==> src/rtl/fx_match_pipe_if.sv <==
// fx_match_pipe_if: sample stream bundle for fx_match_pipe.
//   slave  - converter side: takes i_* (sample, modes, downstream ready,
//            counter clear), drives o_* (ready, converted sample, ovf, count).
//   master - producer/consumer side, the mirror image.
// Signal names keep the i_/o_ prefixes of the converter's original port list
// so existing integration scripts still match.
interface fx_match_pipe_if #(
  parameter int IW   = 17,
  parameter int OW   = 12,
  parameter int CNTW = 16
);
  logic [IW-1:0]   i_data;
  logic            i_valid;
  logic            o_ready;
  logic [1:0]      i_qmode;
  logic            i_omode;
  logic [OW-1:0]   o_data;
  logic            o_valid;
  logic            i_ready;
  logic            o_ovf;
  logic [CNTW-1:0] o_ovf_cnt;
  logic            i_clr;

  modport slave (
    input  i_data, i_valid, i_qmode, i_omode, i_ready, i_clr,
    output o_ready, o_data, o_valid, o_ovf, o_ovf_cnt
  );

  modport master (
    output i_data, i_valid, i_qmode, i_omode, i_ready, i_clr,
    input  o_ready, o_data, o_valid, o_ovf, o_ovf_cnt
  );
endinterface

==> src/rtl/fx_match_pipe.sv <==
// fx_match_pipe: pipelined signed fixed-point re-quantiser.
// Converts IW-bit samples with IF fraction bits to OW bits with OF fraction
// bits. Quantisation (trunc / round-half-up / convergent) and overflow
// (wrap / saturate) modes travel with each sample.
// Ports:
//   i_clk  - clock, rising edge
//   i_rst  - synchronous active-high reset, flushes the pipe
//   bus    - fx_match_pipe_if.slave: valid/ready sample in, valid/ready
//            sample out, per-sample modes, o_ovf flag, overflow counter
// Optional feature: define FX_MATCH_OVF_CNT_EN to build the saturating
// overflow event counter; otherwise o_ovf_cnt is 0 and i_clr is ignored.
module fx_match_pipe #(
  parameter int IW    = 17,
  parameter int IF    = 2,
  parameter int OW    = 12,
  parameter int OF    = 0,
  parameter int DELAY = 1,
  parameter int CNTW  = 16
) (
  input logic            i_clk,
  input logic            i_rst,
  fx_match_pipe_if.slave bus
);
  localparam int SH = IF - OF;
  localparam int QW = IW - SH + 1;           // width of quantised value
  localparam int EW = (QW > OW) ? QW : OW;   // common width for range check

  localparam logic [OW-1:0] MINV = {1'b1, {(OW-1){1'b0}}};
  localparam logic [OW-1:0] MAXV = {1'b0, {(OW-1){1'b1}}};

  typedef struct packed {
    logic [OW-1:0] data;
    logic          ovf;
  } stage_t;

  if (DELAY < 1) begin : g_bad_delay
    $error("fx_match_pipe: DELAY must be >= 1");
  end

  // ---- quantisation ----
  logic signed [QW-1:0] q;

  if (SH < 0) begin : g_bad_sh
    $error("fx_match_pipe: IF must be >= OF");
  end else if (SH == 0) begin : g_noq
    logic unused_qmode;
    assign unused_qmode = ^bus.i_qmode;
    assign q = {bus.i_data[IW-1], bus.i_data};
  end else begin : g_q
    localparam logic [SH-1:0] HALF = SH'(1) << (SH-1);
    logic signed [IW:0]  xe, sum;
    logic [QW-1:0]       q_fl, q_up;
    logic                tie;
    logic                unused_lo;

    // One guard bit keeps x + half from overflowing.
    assign xe   = {bus.i_data[IW-1], bus.i_data};
    assign sum  = xe + (IW+1)'(HALF);
    // Dropping the low SH bits of a sign-extended word is the arithmetic shift.
    assign q_fl = {bus.i_data[IW-1], bus.i_data[IW-1:SH]};
    assign q_up = sum[IW:SH];
    assign tie  = (bus.i_data[SH-1:0] == HALF);
    assign unused_lo = ^sum[SH-1:0];

    always_comb begin
      q = q_fl;
      case (bus.i_qmode)
        2'd1:    q = q_up;
        // On an exact tie the rounded-up value is odd only when floor is even.
        2'd2:    q = (tie && q_up[0]) ? q_fl : q_up;
        default: q = q_fl;
      endcase
    end
  end

  // ---- overflow detect and wrap/saturate ----
  logic signed [EW-1:0] qe;
  logic                 ovf;
  logic [OW-1:0]        res;

  assign qe  = EW'(q);
  // In range iff all bits above the OW-bit sign agree with it.
  assign ovf = (qe[EW-1:OW-1] != {(EW-OW+1){qe[OW-1]}});
  assign res = (bus.i_omode && ovf) ? (qe[EW-1] ? MINV : MAXV) : qe[OW-1:0];

  // ---- pipeline ----
  stage_t           pipe [1:DELAY];
  logic [DELAY:1]   vld_pipe;
  logic             o_valid, en;

  assign o_valid = vld_pipe[DELAY];
  assign en      = bus.i_ready | ~o_valid;   // whole pipe moves as one

  always_ff @(posedge i_clk) begin
    if (i_rst) begin
      vld_pipe <= '0;
      for (int k = 1; k <= DELAY; k++) pipe[k] <= '0;
    end else if (en) begin
      vld_pipe[1] <= bus.i_valid;
      pipe[1]     <= '{data: res, ovf: ovf};
      for (int k = 2; k <= DELAY; k++) begin
        vld_pipe[k] <= vld_pipe[k-1];
        pipe[k]     <= pipe[k-1];
      end
    end
  end

  assign bus.o_ready = en;
  assign bus.o_valid = o_valid;
  assign bus.o_data  = pipe[DELAY].data;
  assign bus.o_ovf   = pipe[DELAY].ovf;

  // ---- overflow event counter ----
`ifdef FX_MATCH_OVF_CNT_EN
  logic [CNTW-1:0] ovf_cnt;

  always_ff @(posedge i_clk) begin
    if (i_rst || bus.i_clr)
      ovf_cnt <= '0;                         // clear beats a same-cycle increment
    else if (o_valid && bus.i_ready && pipe[DELAY].ovf && !(&ovf_cnt))
      ovf_cnt <= ovf_cnt + CNTW'(1);
  end

  assign bus.o_ovf_cnt = ovf_cnt;
`else
  logic unused_clr;
  assign unused_clr    = bus.i_clr;
  assign bus.o_ovf_cnt = '0;
`endif
endmodule

==> src/flat_wrapper.sv <==
// flat-port wrapper written by rule: the top's interface ports become plain ports
module fx_match_pipe_flat 
#(
  parameter int IW    = 17,
  parameter int IF    = 2,
  parameter int OW    = 12,
  parameter int OF    = 0,
  parameter int DELAY = 1,
  parameter int CNTW  = 16
)
  (i_clk, i_rst, bus_i_data, bus_i_valid, bus_i_qmode, bus_i_omode, bus_i_ready, bus_i_clr, bus_o_ready, bus_o_data, bus_o_valid, bus_o_ovf, bus_o_ovf_cnt);
  fx_match_pipe_if #(.IW(IW), .OW(OW), .CNTW(CNTW)) bus_i ();
  input logic i_clk;
  input logic i_rst;
  input wire logic [$bits(bus_i.i_data)-1:0] bus_i_data;
  input wire logic [$bits(bus_i.i_valid)-1:0] bus_i_valid;
  input wire logic [$bits(bus_i.i_qmode)-1:0] bus_i_qmode;
  input wire logic [$bits(bus_i.i_omode)-1:0] bus_i_omode;
  input wire logic [$bits(bus_i.i_ready)-1:0] bus_i_ready;
  input wire logic [$bits(bus_i.i_clr)-1:0] bus_i_clr;
  output wire logic [$bits(bus_i.o_ready)-1:0] bus_o_ready;
  output wire logic [$bits(bus_i.o_data)-1:0] bus_o_data;
  output wire logic [$bits(bus_i.o_valid)-1:0] bus_o_valid;
  output wire logic [$bits(bus_i.o_ovf)-1:0] bus_o_ovf;
  output wire logic [$bits(bus_i.o_ovf_cnt)-1:0] bus_o_ovf_cnt;
  assign bus_i.i_data = bus_i_data;
  assign bus_i.i_valid = bus_i_valid;
  assign bus_i.i_qmode = bus_i_qmode;
  assign bus_i.i_omode = bus_i_omode;
  assign bus_i.i_ready = bus_i_ready;
  assign bus_i.i_clr = bus_i_clr;
  assign bus_o_ready = bus_i.o_ready;
  assign bus_o_data = bus_i.o_data;
  assign bus_o_valid = bus_i.o_valid;
  assign bus_o_ovf = bus_i.o_ovf;
  assign bus_o_ovf_cnt = bus_i.o_ovf_cnt;
  fx_match_pipe #(.IW(IW), .IF(IF), .OW(OW), .OF(OF), .DELAY(DELAY), .CNTW(CNTW)) u_core (.i_clk(i_clk), .i_rst(i_rst), .bus(bus_i));
endmodule
==> config.mk <==
export PLATFORM = sky130hd
export DESIGN_NAME = fx_match_pipe_flat
export DESIGN_NICKNAME = d
export VERILOG_FILES = /design/src/rtl/fx_match_pipe_if.sv /design/src/rtl/fx_match_pipe.sv /design/src/flat_wrapper.sv
export SDC_FILE = /design/constraint.sdc
export NUM_CORES = 1
export LEC_CHECK = 0
export ABC_AREA = 1
export BUFFER_PORTS_ARGS = -buffer_cell sky130_fd_sc_hd__clkbuf_2
export CAP_MARGIN = 30
export CORE_MARGIN = 5
export CORE_UTILIZATION = 53
export DETAILED_ROUTE_END_ITERATION = 12
export GPL_TIMING_DRIVEN = 1
export PLACE_DENSITY = 0.87
export SLEW_MARGIN = 20
export SYNTH_ARGS = -nofsm -noshare
export SYNTH_HDL_FRONTEND = slang
export SYNTH_SLANG_ARGS = --single-unit
==> constraint.sdc <==
create_clock -name i_clk -period 3.63 [get_ports i_clk]
set_input_delay 0.5445 -clock i_clk [delete_from_list [all_inputs] [get_ports i_clk]]
set_output_delay 0.5445 -clock i_clk [all_outputs]
set_load 0.01 [all_outputs]
==> run metrics, run 1 <==
outcome finished, final reports clean; post-CTS sizing 0; Seq/Total Area, Yosys between 20% and 30%; Sinks on Clock Net 14; CTS max path bufs 2; Worst-Margin Slew 0.596 ns; Critical Path RT approximately 3.7 ns; largest area contributor in the netlist edfxtp_1; antenna-violating nets left 0; Net Sw Frac between 30% and 40%; Relative slew margins between 60% and 70%; Peak VDD IR ~0.26 mV; Tot GR Track Use 14.5%; Syn Area/Cell between 6 and 7 µm²; share of cells above drive strength 1 between 30% and 40%; chip width roughly 62 µm; area of the multi-input gates between 800 and 900 µm²; H-tree depth 1; DR vias between 1,000 and 1,500; first-pass GRT wire length 4900 µm; HPWL after detailed placement 2500 µm; Yosys warning count 0; FF+latch count, synth 14; area grow syn2layout 12.0%; total clock buffers created by CTS 3; DRT Wirelength 2870 µm; Clock Latency Late Sink around 0.27 ns; combinational power share 36.3%; min cycle time layout between 2 and 3 ns; initial antenna violation count 0; Netlist Area Pre-Place between 0.001 and 0.0015 mm²; setup repair bufs after CTS 0; max_cap viols 0; n_diodes 0; top-area cell type share of the netlist area between 20% and 30%; CTS tree done; clock share of power between 20% and 30%; die footprint 0.00389 mm²; Data arrival, critical path around 2.6 ns; Startpoint Class input port; setup TNS 0 ns; placer congestion estimate between 0.9 and 1; fmax roughly 400 MHz; worst min path class input port to flop; IO Port Bufs 38; WS Path Type input port to flop; Internal Pwr Total around 320 µW; drt wl/cell between 10 and 15 µm; Initial Utilization between 50 and 60%; worst setup margin about 1.1 ns; Register Area around 410 µm²; fillers approximately 280; pwr dens just under 300 mW/mm²; Root Driver clkbuf_4; number of global-route vias before repair approximately 1,200; core area approximately 0.0027 mm²; final hold vios 0; Critical Path Sink Type flop; Total Nets Final ~280; Final Max Tran Viols 0; Die Y 62.4 µm; sequential share of power a little over two fifths; synth top area cells edfxtp_1 27%, nand2_1 13%, buf_4 8.3%; RSZ-0062 raised after global routing no; Power Total approximately 490 µW; DRC 0; Tcrit/Tclk final 69.1%; Detailed Route Iter0 Violations 32; Pleak just over 0.0008 µW; total grt overflow 0; switching pwr roughly 170 µW; vias per std cell slightly below 5; Clock Skew about 0.0055 ns; final setup vio count 0; Crit Path Max Fanout 12; row cnt 19; Post-Syn Instances 209; Worst-path clk slew roughly 0.08 ns; drt pass-1 iters 4; largest net degree at the start of global routing 15; Ports 56; Cell variety after synth 31; Post-Place Setup Slack slightly above 0.8 ns; hold buffers post-CTS 0
[kinds of logic after synthesis]
group / count (synthesis) / share of synthesized area, %
flip-flops: 14 / 28.2
other: 1 / 0.258
adder cells (fa/ha/maj): 3 / 2.58
AND/OR/NAND/NOR: 111 / 36.2
AO/OA/AOI/OAI: 34 / 15.7
buffers and inverters: 46 / 17.0
[worst paths after layout]
kind                                                 startpoint                               end  slack, ns  depth (start not counted)
worst max-delay path                              bus_i_data[1]  u_core.pipe[1][12]$_SDFFCE_PN0P_       1.12                         16
worst max register to register  u_core.bus.o_valid$_SDFFE_PP0P_  u_core.pipe[1][12]$_SDFFCE_PN0P_       2.31                          5
worst min register to register  u_core.bus.o_valid$_SDFFE_PP0P_   u_core.bus.o_valid$_SDFFE_PP0P_       0.88                          2
worst min-delay path                                bus_i_valid   u_core.bus.o_valid$_SDFFE_PP0P_       0.46                          3
[per-layer routing]
| layer | global-route usage, % | wire, µm | up-vias |
|---|---|---|---|
| met1 | 17.7 | 1300 | 570 |
| met5 | 0 | 0 | - |
| met4 | 5.57 | 47 | 0 |
| met3 | 1.62 | 141 | 4 |
| met2 | 25.9 | 1380 | 30 |
| li1 | - | - | 740 |
[power by group through the flow]
stage               combinational [µW]  clock [µW]  sequential (µW)
floorplan                          129           0              217
global placement                   174           0              206
detailed placement                 176           0              206
CTS                                176         108              203
global route                       200         117              205
finish                             176         107              202
[critical path, stage by stage]
cell,delay [ns]
clkbuf_2,0.10
ha_1,0.30
nand2_1,0.08
nor2_2,0.05
nand2_1,0.06
nand2_1,0.10
nor2_1,0.30
nand3_2,0.11
nand2_2,0.09
inv_1,0.06
nand2_1,0.08
nand2_2,0.07
nand2_2,0.08
nand3_2,0.28
nand3_1,0.19
inv_1,0.05
[synthesized netlist by cell type (all sizes together)]
library cell  number
a311oi             1
dfxtp              1
a21oi             20
clkbuf             1
a31o               1
nor3               6
a31oi              3
o21ai              5
o21a               1
nor2              22
nand3             17
nand2             62
o21bai             1
nand4              2
a211oi             2
nor3b              1
edfxtp            13
conb               1
buf               18
ha                 3
inv               26
clkinv             1
nor4               1
[through the flow]
stage,cells,util (%),hold slack [ns],area [µm²]
2_1_floorplan,224,-,0.656,1510
3_3_place_gp,274,59.3,0.740,1590
3_5_place_dp,274,59.3,0.743,1590
4_1_cts,278,60.7,0.456,1630
5_1_grt,278,60.7,0.457,1630
6_report,278,60.7,0.460,1630
[area by class of cell]
type / count / share of cell area (%)
Multi-Input combinational cell: 164 / 52.3
Tap cell: 31 / 2.38
Clock buffer: 4 / 2.23
Timing Repair Buffer: 38 / 11.7
Sequential cell: 14 / 25.2
Inverter: 27 / 6.22
[registers in the layout, summed over array words and instances (netlist names)]
name                count
u_core.bus.o_valid      1
u_core.pipe            13
[cell usage in the layout, fill, tap and decap left out, types with 2 or more instances in the layout]
master    count
conb_1       16
edfxtp_1     13
nor2_1       17
inv_1        26
nand3_2       2
nand2_2      13
o21ai_0       4
nor3_1        4
clkbuf_4      3
nor2_2        4
ha_1          3
a211oi_1      2
nand4_1       2
a21oi_2      10
clkbuf_2     38
nand2_1      49
a21oi_1      10
a31oi_1       3
nor3_2        2
nand3_1      15
Note: power is estimated with default switching activity, not from simulation.
==> inputs of run 2 (changes only) <==
- ABC_AREA: 1 -> 0
- CORE_UTILIZATION: 53 -> 49
- PLACE_DENSITY: 0.87 -> 0.82
- clock period: 3.63 -> 2.55 ns (I/O delays scaled with it)
==> run 2 against run 1 <==
Effect of this change:
- clock power rose by 42%
- highest routed layer unchanged
- flip-flop and latch count stayed put
- combinational power grew 53%
- global-route usage increased by 2.5 points
==> run metrics, run 2 <==
outcome finished, final reports clean; Worst-Margin Slew 0.582 ns (-0.0147 ns); post-CTS sizing 0 (unchanged); Peak VDD IR 0.370 mV (+44%); antenna-violating nets left 0 (unchanged); Initial Utilization 50.9% (-3.3 points); flop-to-flop setup slack 0.97 ns (-1.34 ns); min cycle time layout between 2 and 2.5 ns; Syn Area/Cell 8.64 µm² (+24%); CP Cell Sequence clkbuf_2 > ha_1 > and3b_1 > a21oi_2 > o211ai_2 > and2_1 > mux2i_1 > a21boi_1 > buf_4 > o41ai_2; worst r2r dst u_core.pipe[1][6]$_SDFFCE_PN0P_; CP max stage cell o41ai_2; Post-synth EDFFs 13 (unchanged); total clock buffers created by CTS 3 (unchanged); fmax 420 MHz; chip width 63.3 µm (+1.4%); hold buffers post-CTS 0 (unchanged); Ports 56 (unchanged); top-area cell type share of the netlist area 28.1% (+1.2 points); share of cells above drive strength 1 35.9% (+5.6 points); FF+latch count, synth 14 (unchanged); largest area contributor in the netlist edfxtp_1; synth top area cells edfxtp_1 28%, buf_4 8.6%, a21oi_1 4.0%; Detailed Route Iter0 Violations 56 (+75%); core area 0.00273 mm² (+1.8%); first-pass GRT wire length 5710 µm (+16%); R2R Path Start u_core.bus.o_valid$_SDFFE_PP0P_; CTS tree done; pwr dens 408 mW/mm² (+37%); worst min path class input port to flop; Data arrival, critical path 2.46 ns (-0.09 ns); H-tree depth 1 (unchanged); Hold Startpoint i_rst; CTS max path bufs 2 (unchanged); Biggest register u_core.pipe; Final Max Tran Viols 0 (unchanged); total grt overflow 0 (unchanged); most frequent cell after synthesis buf_4; Die Y 63.3 µm (+1.4%); Critical Path RT 2.63 ns (-1.04 ns); max_cap viols 0 (unchanged); Critical Path Sink Type flop; Sinks on Clock Net 14 (unchanged); drt pass-1 iters 4 (unchanged); Clock Skew 0.000511 ns (-0.00499 ns); HPWL after detailed placement 2830 µm (+13%); final core utilization 63.5% (+2.8 points); slowest stage delay, CP 0.35 ns (+0.05 ns); n_diodes 0 (unchanged); IO Port Bufs 38 (unchanged); r2r worst-path depth 5 (unchanged); RSZ-0062 raised after global routing no; DR vias 1,386 (+3.1%); Root Driver clkbuf_4; number of global-route vias before repair 1,319 (+7.5%); share of flip-flops with an asynchronous set or reset 0% (unchanged); Tot GR Track Use 17.1% (+2.5 points); Post-synth top cells 16 x buf_4, 13 x edfxtp_1, 13 x nor2_1, 12 x nand2_1, 11 x a21oi_1; Netlist Area Pre-Place 0.00139 mm² (-4.4%); commonest register cell after synthesis edfxtp_1; Pleak 0.000832 µW (+1.9%); most common cell after layout, fill and taps aside clkbuf_2; WS Path Type input port to flop; Clock Latency Late Sink 0.27 ns (about the same); final instance area 0.00174 mm² (+6.4%); highest-count cells in the layout ignoring fill and taps 38 x clkbuf_2, 19 x buf_4, 16 x conb_1, 13 x nor2_1, 13 x edfxtp_1; vias per std cell 5.59 (+16%); fillers 239 (-16%); Hold Path End u_core.bus.o_valid$_SDFFE_PP0P_; placer congestion estimate 0.883 (-2.6%); drt wl/cell 13.7 µm (+33%); Post-Syn Instances 161 (-23%); setup repair bufs after CTS 0 (unchanged); area grow syn2layout 24.7%; Total Nets Final 246 (-11%); DRT Wirelength 3410 µm (+19%); final hold vios 0 (unchanged); die footprint 0.00400 mm² (+2.9%); largest net degree at the start of global routing 14 (-1); Tcrit/Tclk final ~93%; DRC 0 (unchanged); Crit Path Max Fanout 11 (-1); Yosys warning count 0 (unchanged); Cell variety after synth 54 (+74%); max reg flops 13 (unchanged); initial antenna violation count 0 (unchanged); Relative slew margins 61.2% (+1.1 points); Startpoint Class input port; row cnt 19 (unchanged); final setup vio count 0 (unchanged); placed inst area 0.00169 mm² (+6.1%); Worst Hold Depth 2 (-1); Seq/Total Area, Yosys 29.5% (+1.3 points); setup TNS 0 ns (unchanged); Worst-path clk slew 0.08 ns (about the same)
run 2: cell count changes after synthesis, moves of 3 or more:
cell and delta:
inv_1 -21, nor2b_1 +3, nor2_2 -3, nand3_1 -9
o31ai_1 +6, nand2_2 -13, nand4_1 +3, a21oi_2 -9
nor2_1 -4, a31oi_1 +3, o21ai_0 +3, mux2i_1 +3
nand2_1 -37
run 2: through the flow:
stage | setup WS [ns] | hold slack [ns] | power, µW | instances
floorplan | 0.121 | 0.455 | 456 | 176
global placement | -0.0439 | 0.584 | 550 | 244
detailed placement | -0.123 | 0.593 | 556 | 244
CTS | 0.0524 | 0.303 | 706 | 248
global route | 0.0101 | 0.297 | 750 | 248
finish | 0.170 | 0.307 | 708 | 248
run 2: layout make-up:
class	instances	area, µm²	area share (%)
clock buffer	4	36.3	2.09
inverter	6	22.5	1.30
multi-input combinational	135	875	50.4
sequential	14	410	23.6
tap	31	38.8	2.24
timing repair buffer	58	353	20.3
run 2: critical path: cells and delay by family:
kind	cells	cell delay (ns)
muxes	1	0.19
AOI/OAI and AO/OA	4	0.88
and+or+nand+nor	2	0.40
buffers and inverters	2	0.27
adders and majority gates	1	0.33
run 2: kinds of logic (layout without fill, tap and decap cells):
kind of cell    count (synthesis)  in the layout  synth area share (%)
compound gates                 56             56                  29.7
xor+xnor                        1              1                 0.630
mux                             3              3                  2.16
buf+inv                        27             68                  12.2
flops                          14             14                  29.5
fa+ha+maj                       3              3                  2.70
other cells                     1             16                 0.270
simple gates                   56             56                  22.8
run 2: how the worst max path moves through the flow:
stage,from,end,slack (ns),depth (start not counted)
final,bus_i_data[1],u_core.pipe[1][1]$_SDFFCE_PN0P_,0.17,10
after global routing,bus_i_qmode[0],u_core.pipe[1][1]$_SDFFCE_PN0P_,0.01,11
after CTS,bus_i_data[1],u_core.pipe[1][1]$_SDFFCE_PN0P_,0.05,10
after detailed placement,bus_i_data[1],u_core.pipe[1][1]$_SDFFCE_PN0P_,-0.12,10
after global placement,bus_i_data[1],u_core.pipe[1][4]$_SDFFCE_PN0P_,-0.04,10
after floorplan,bus_i_data[1],u_core.pipe[1][2]$_SDFFCE_PN0P_,0.12,9
run 2: report_power, final:
group	leakage [µW]	internal (µW)	switching [µW]	total, µW
logic	0.000654	114	155	269
clock network	0.0000210	86.7	65.6	152
registers	0.000157	280	6.07	286
run 2: per-layer routing:
layer  part of all wire, %  vias up  global-route usage, %  wire (µm)
met3                   7.1        2                   1.42        241
met1                    42      629                   22.0       1420
met2                    50       58                   29.7       1720
met5                     0        -                      0          0
li1                      -      697                      -          -
met4                  0.79        0                   5.71         27
